## src/rtl/load_data_extender.sv

```systemverilog
// -----------------------------------------------------------------------------
// load_data_extender
//
// Registered load-data alignment and extension stage for the load path.
// Selects a byte / halfword / word / (64-bit builds) doubleword field from a
// raw, naturally aligned memory read beat, sign- or zero-extends it to the
// full data width, flags misaligned or illegal accesses, and decouples the
// memory side from writeback with a two-entry valid/ready skid buffer.
//
// Ports:
//   clk_i          clock, all state updates on the rising edge
//   rst_i          synchronous active-high reset
//   in_valid_i     upstream beat valid
//   in_ready_o     block can accept a beat (registered, no path from out_ready_i)
//   in_data_i      raw memory read word
//   in_offset_i    byte offset of the access within in_data_i
//   in_size_i      0 byte, 1 half, 2 word, 3 dword
//   in_unsigned_i  1 = zero-extend, 0 = sign-extend
//   in_tag_i       sideband tag, passed through unchanged
//   out_valid_o    result valid
//   out_ready_i    downstream accepts the result
//   out_data_o     extended result (0 on error)
//   out_err_o      access misaligned or size illegal for DATA_W
//   out_tag_o      tag of the result
// -----------------------------------------------------------------------------
module load_data_extender #(
  parameter int  DATA_W = 32,
  parameter int  TAG_W  = 5,
  localparam int OFF_W  = $clog2(DATA_W / 8)
) (
  input  logic              clk_i,
  input  logic              rst_i,
  input  logic              in_valid_i,
  output logic              in_ready_o,
  input  logic [DATA_W-1:0] in_data_i,
  input  logic [OFF_W-1:0]  in_offset_i,
  input  logic [1:0]        in_size_i,
  input  logic              in_unsigned_i,
  input  logic [TAG_W-1:0]  in_tag_i,
  output logic              out_valid_o,
  input  logic              out_ready_i,
  output logic [DATA_W-1:0] out_data_o,
  output logic              out_err_o,
  output logic [TAG_W-1:0]  out_tag_o
);

  typedef struct packed {
    logic [DATA_W-1:0] data;
    logic              err;
    logic [TAG_W-1:0]  tag;
  } beat_t;

  beat_t oreg, sreg, in_beat;
  logic  oreg_valid, sreg_valid;

  // ---------------------------------------------------------------------------
  // Combinational alignment and extension of the incoming beat
  // ---------------------------------------------------------------------------
  logic [DATA_W-1:0] shifted;     // field moved down to bit 0
  logic [DATA_W-1:0] hi_mask;     // ones above the field
  logic [6:0]        field_bits;  // 8, 16, 32 or 64
  logic [OFF_W-1:0]  size_mask;   // low offset bits that must be zero
  logic              field_msb;
  logic              sign_fill;
  logic              misaligned;
  logic              illegal;

  always_comb begin
    // NOTE: every signal assigned in this block gets a value on every path,
    // so no latches are inferred.
    shifted    = in_data_i >> {in_offset_i, 3'b000};
    field_bits = 7'd8 << in_size_i;
    // A shift by the full width (dword on 64-bit) leaves the mask all-zero.
    hi_mask    = {DATA_W{1'b1}} << field_bits;
    size_mask  = OFF_W'((4'd1 << in_size_i) - 4'd1);
    misaligned = (in_offset_i & size_mask) != '0;
    illegal    = (in_size_i == 2'd3) && (DATA_W == 32);

    field_msb = shifted[7];
    case (in_size_i)
      2'd0: field_msb = shifted[7];
      2'd1: field_msb = shifted[15];
      2'd2: field_msb = shifted[31];
      2'd3: field_msb = shifted[DATA_W-1];
      default: field_msb = shifted[7];
    endcase
    sign_fill = !in_unsigned_i && field_msb;

    in_beat.tag = in_tag_i;
    in_beat.err = misaligned || illegal;
    if (in_beat.err) begin
      in_beat.data = '0;
    end else if (sign_fill) begin
      in_beat.data = shifted | hi_mask;
    end else begin
      in_beat.data = shifted & ~hi_mask;
    end
  end

  // ---------------------------------------------------------------------------
  // Skid buffer: OREG drives the outputs, SREG absorbs one beat under stall
  // ---------------------------------------------------------------------------
  logic in_fire;
  logic oreg_free;

  assign in_ready_o = !sreg_valid;
  assign in_fire    = in_valid_i && in_ready_o;
  assign oreg_free  = !oreg_valid || out_ready_i;

  always_ff @(posedge clk_i) begin
    // NOTE: state registers use non-blocking assignments so every register
    // samples pre-edge values regardless of statement order.
    if (rst_i) begin
      // NOTE: the payload registers are cleared too, not just the valids,
      // because the outputs must read as zero straight after reset.
      oreg       <= '0;
      sreg       <= '0;
      oreg_valid <= 1'b0;
      sreg_valid <= 1'b0;
    end else if (oreg_free) begin
      if (sreg_valid) begin
        // in_ready_o was low, so no input beat can arrive on this edge.
        oreg       <= sreg;
        oreg_valid <= 1'b1;
        sreg_valid <= 1'b0;
      end else if (in_fire) begin
        oreg       <= in_beat;
        oreg_valid <= 1'b1;
      end else begin
        oreg_valid <= 1'b0;
      end
    end else if (in_fire) begin
      sreg       <= in_beat;
      sreg_valid <= 1'b1;
    end
  end

  assign out_valid_o = oreg_valid;
  assign out_data_o  = oreg.data;
  assign out_err_o   = oreg.err;
  assign out_tag_o   = oreg.tag;

endmodule

```

## config.mk

```make
export PLATFORM = sky130hd
export DESIGN_NAME = load_data_extender
export DESIGN_NICKNAME = d
export VERILOG_FILES = /design/src/rtl/load_data_extender.sv
export SDC_FILE = /design/constraint.sdc
export NUM_CORES = 1
export LEC_CHECK = 0
export BUFFER_PORTS_ARGS = -buffer_cell sky130_fd_sc_hd__buf_2
export CORE_AREA = 3 3 128 93
export CTS_CLUSTER_DIAMETER = 100
export DETAILED_ROUTE_END_ITERATION = 8
export DIE_AREA = 0 0 131 96
export SLEW_MARGIN = 5
export SYNTH_ARGS = -nofsm -noshare
export SYNTH_HDL_FRONTEND = slang
export SYNTH_SLANG_ARGS = --single-unit
```

## constraint.sdc

```tcl
create_clock -name clk_i -period 1.7 [get_ports clk_i]
set_input_delay 0.17 -clock clk_i [delete_from_list [all_inputs] [get_ports clk_i]]
set_output_delay 0.17 -clock clk_i [all_outputs]
set_load 0.02 [all_outputs]
```

==> Yosys cells after proc, flatten, opt, wreduce, memory -nomap -nowiden <==
Cells that the tools add are included.
{ "word_totals": {"regBits": 78, "word_cells": 42, "in_bits": 46, "out_inout_bits": 40} }
{ "classes": {"n_eq_ne": 3, "bitwise_logic": 5, "reduce_logical": 14, "n_mux": 7, "addsub": 1, "n_shift": 4} }
{ "op_table": {"columns": ["cell", "count"], "rows": [
  ["$mux 38", 2],
  ["$mux 32", 2],
  ["$and 32x32->32", 1],
  ["$not 32->32", 1],
  ["$or 32x32->32", 1],
  ["$shl 32x7->32 const A", 1],
  ["$shr 32x5->32", 1],
  ["$shl 4x2->7 const A", 1],
  ["$eq 2x2->1 const B", 2],
  ["$reduce_and 2->1", 2],
  ["$reduce_bool 2->1", 2],
  ["$reduce_or 2->1", 2],
  ["$logic_not 1->1", 3],
  ["$pmux 1 s3", 1],
  ["$and 2x2->2", 1],
  ["$eq 2x1->1 const B", 1],
  ["$logic_and 1x1->1", 2],
  ["$logic_not 2->1", 1],
  ["$logic_or 1x1->1", 2],
  ["$mux 1", 2],
  ["$shl 1x2->2 const A", 1],
  ["$sub 2x1->2 const B", 1],
  ["$not 1->1", 1]
]} }

==> Logic depth before layout (Yosys ltp) <==
{ "depth": {"word_depth": 8, "ltp_mapped": 7, "ltp_nobuf": 5} }

==> Least setup slack after synthesis <==
No wires, ideal clock.
{ "synth_path": {"path_kind": "register -> register", "from": "register oreg_valid, in the netlist out_valid_o", "to": "register sreg[22] in the netlist's numbering", "setup_ps": 86, "arrival_ps": 1466, "path_buffers": 2, "t_required_ps": 1614, "path_slack_ps": 149, "path_stages_with_launch": 7, "period_less_slack_ps": 1551, "cell_sequence": "dfxtp_1 -> nor2b_1 -> and2_0 -> clkbuf_1 -> clkbuf_1 -> nor2_1 -> a211oi_1"} }
{ "synth_between": {"elab_chain_len": 4} }
{ "synth_rtl": {"columns": ["item", "line_no", "text"], "rows": [
  ["start: declaration", "54", "logic oreg_valid, sreg_valid;"],
  ["start signal: assignment", "118", "oreg_valid <= 1'b0;"],
  ["start signal: assignment", "124", "oreg_valid <= 1'b1;"],
  ["start signal: assignment", "128", "oreg_valid <= 1'b1;"],
  ["$logic_not 1->1", "108", "assign oreg_free = !oreg_valid || out_ready_i;"],
  ["$logic_or 1x1->1", "108", null],
  ["$not 1->1 (no line)", null, null],
  ["$reduce_and 2->1 (no line)", null, null],
  ["end signal: assignment", "133", "sreg <= in_beat;"],
  ["end: declaration", "53", "beat_t oreg, sreg, in_beat;"]
]} }
No other way between the ends.
A chain may end at the register's enable or synchronous reset.

==> Worst setup path in the final report <==
{ "layout_path": {"from": "register oreg_valid, in the netlist out_valid_o", "to": "register sreg[11] in the netlist's numbering"} }
Same word-level chain as after synthesis.

==> results.ini <==
[power_and_ir_drop]
p_seq_frac = 0.381
powerDensity_nw_per_um2 = 1050
p_leak_nw = 1.89
p_switching_w = 0.00130
power_frac_clock = 0.463
switching_share = 0.253
comb_power_share = 0.157
ir_drop_uv = 485
cell_internal_pwr_w = 0.00385

[die]
rows = 32
initial_core_util = 0.347
ios = 86
coreArea_um2 = 10900
fp.dieH_um = 96
die-width_um = 131
die_area_um2 = 12600

[grt]
grt_pass1_vias = 3610
grt_start_max_net_pins = 31
antenna_found_initial = 1
gr-usage-all-layers = 0.196
overflow = 0
grt_pass1_wl_um = 19000

[clock_network]
cts_tree = yes
path_clk_slew_ns = 0.06
clk_latency_ns = 0.34
cts_buffers = 9
htree_levels = 3
clock_path_buffers = 2
clock-root-buffer = clkbuf_16
clock-sinks = 78
post-cts-setup-buffer-count = 0

[placed_design]
io_buffers = 85
dp.cells = 675
place_hpwl_um = 8840
place_congestion = 0.865
preCtsSetupSlack_ns = -0.0130

[sta]
max_freq_mhz = 633
clock_skew_ns = 0.00569
fin_ws_ns = 0.121
max_slew.worst_pin.slew_ns = 0.605
maxSlewHeadroom = 0.594
rsz0062_at_grt = false
hold_viol = 0
setup_violations = 0
period_needed_ns = 1.58
finalCritPeriodShare = 0.929
maxSlewViolCount = 0

[yosys]
synth_top_family_by_area = compound AO/OA/AOI/OAI gates
synthSimpleGateAreaFrac = 0.183
seq_area_frac_synth = 0.415
syn_area_per_cell_um2 = 8.62
synthAdderAreaFrac = 0
synth_xor_area_frac = 0.00233
synth_compound_area_frac = 0.294
syn_nets = 483
yosysMostFrequentCell = dfxtp_1
yosysTopAreaCellShare = 0.415
yosysUniqueCellTypes = 44
yosysTopAreaCell = dfxtp_1
synth_seq_cells = 78
yosys_most_used_dff = dfxtp_1
netlist_top_cells_count = dfxtp_1, nand2_1, nor2_1, a211oi_1, a21oi_1
async_reset_ff_frac = 0
synth.area.top_cells = dfxtp_1, a211oi_1, nand2_1, nor2_1, a221oi_2
post_synth_instance_area_um2 = 3760
synth_edf_count = 0
synthCells = 437
muxShareOfSynthArea = 0.0429
ys.warnings.count = 0

[routing]
drt_iter0_drc = 296
finalWirelength_um = 12000
vias = 3682
drc_errors = 0
drt_first_pass_iters = 5
wl_per_cell_um = 17.3
via_per_inst = 5.33
drtAntennaViolNets = 0

[worst_setup_path]
crit_path_end_kind = register
worst_ep_arrival_time_ns = 1.86
cp_data_required_time_ns = 1.98
startpoint_type = register
cp_max_fo = 15
criticalPathCategory = reg2reg

[layout]
area_growth_pct = 30.5
drive_above_1_share = 0.314
fin_cells = 691
fin_nets = 579
n_antenna_cell = 0

[run_status]
run_status = complete, no violations

[flow_run]
cap_violations = 0

[worst_hold_path]
hold_path_class = in2reg

[repair_timing]
item	CTS	global route
resized for setup	0	6
setup endpoints to repair	4	44
hold buffers	0	0
[stage by stage]
stage,util,instance area [um2],power (W),hold slack [ns],setup TNS [ns]
final,0.453,4910,0.00515,0.0761,0
after detailed placement,0.417,4530,0.00280,0.432,-0.0241
after global routing,0.453,4910,0.00535,0.0730,0
after floorplan,-,3760,0.00247,0.306,0
after global placement,0.417,4530,0.00279,0.422,0
after CTS,0.451,4900,0.00518,0.0660,-0.0681
[state kept, by name, summed over array words and instances (netlist names)]
| name | cells |
|---|---|
| sreg_valid | 1 |
| out_err_o | 1 |
| out_valid_o | 1 |
| out_data_o | 32 |
| sreg | 38 |
| out_tag_o | 5 |
[critical path, stage by stage (launching register included)]
cell,delay [ns]
dfxtp_1,0.34
nor2b_2,0.25
nand2_2,0.25
a2111oi_0,0.49
a21oi_1,0.08
nor2_1,0.11
[power groups by stage]
stage | logic [W] | registers [W] | clock network, W
after floorplan | 0.000396 | 0.00207 | 0
after global placement | 0.000788 | 0.00200 | 0
after detailed placement | 0.000801 | 0.00200 | 0
after CTS | 0.000804 | 0.00196 | 0.00242
after global routing | 0.000880 | 0.00197 | 0.00250
final | 0.000807 | 0.00196 | 0.00238
[worst paths after layout]
| path | startpoint | end | slack [ns] | cells past startpoint |
|---|---|---|---|---|
| max | out_valid_o | sreg[11] | 0.12 | 5 |
| min | in_tag_i[2] | sreg[2] | 0.08 | 3 |
| max reg2reg | out_valid_o | sreg[11] | 0.12 | 5 |
| min reg2reg | sreg[20] | sreg[20] | 0.45 | 2 |
[layer usage]
layer	GRT usage	vias up	routed length [um]
li1	-	1795	-
met1	0.285	1739	5930
met2	0.279	135	5000
met3	0.0605	11	922
met4	0.0531	2	117
met5	0	-	7
[logic make-up after synthesis]
group | Yosys count
and+or+nand+nor | 151
AOI/OAI and AO/OA | 147
DFF | 78
buffers and inverters | 44
muxes | 16
xor gates and xnor gates | 1
[layout by cell type (no fill, tap or decap), types with 3 or more instances in the layout]
master	n
nor2_1	48
inv_1	3
a211oi_1	45
dfxtp_1	78
nand2_2	3
a21oi_1	27
o21ai_0	24
buf_2	85
a22oi_1	8
nand3b_1	8
nor3_1	9
nor2b_1	10
a221oi_2	10
buf_12	5
bufinv_16	4
a2111oi_0	12
mux2i_1	15
nor2_2	4
nand4_1	3
buf_4	36
a221oi_1	5
clkbuf_16	9
nand2_1	56
[cell type report]
cell class,instances,area [um2]
Clock inverter,6,133
Multi-Input combinational cell,315,1980
Tap cell,153,191
Sequential cell,78,1560
Timing Repair Buffer,126,796
Clock buffer,10,239
Inverter,3,11.3
Fill cell,1065,5940
No activity file was read; power rests on OpenSTA's default activity.
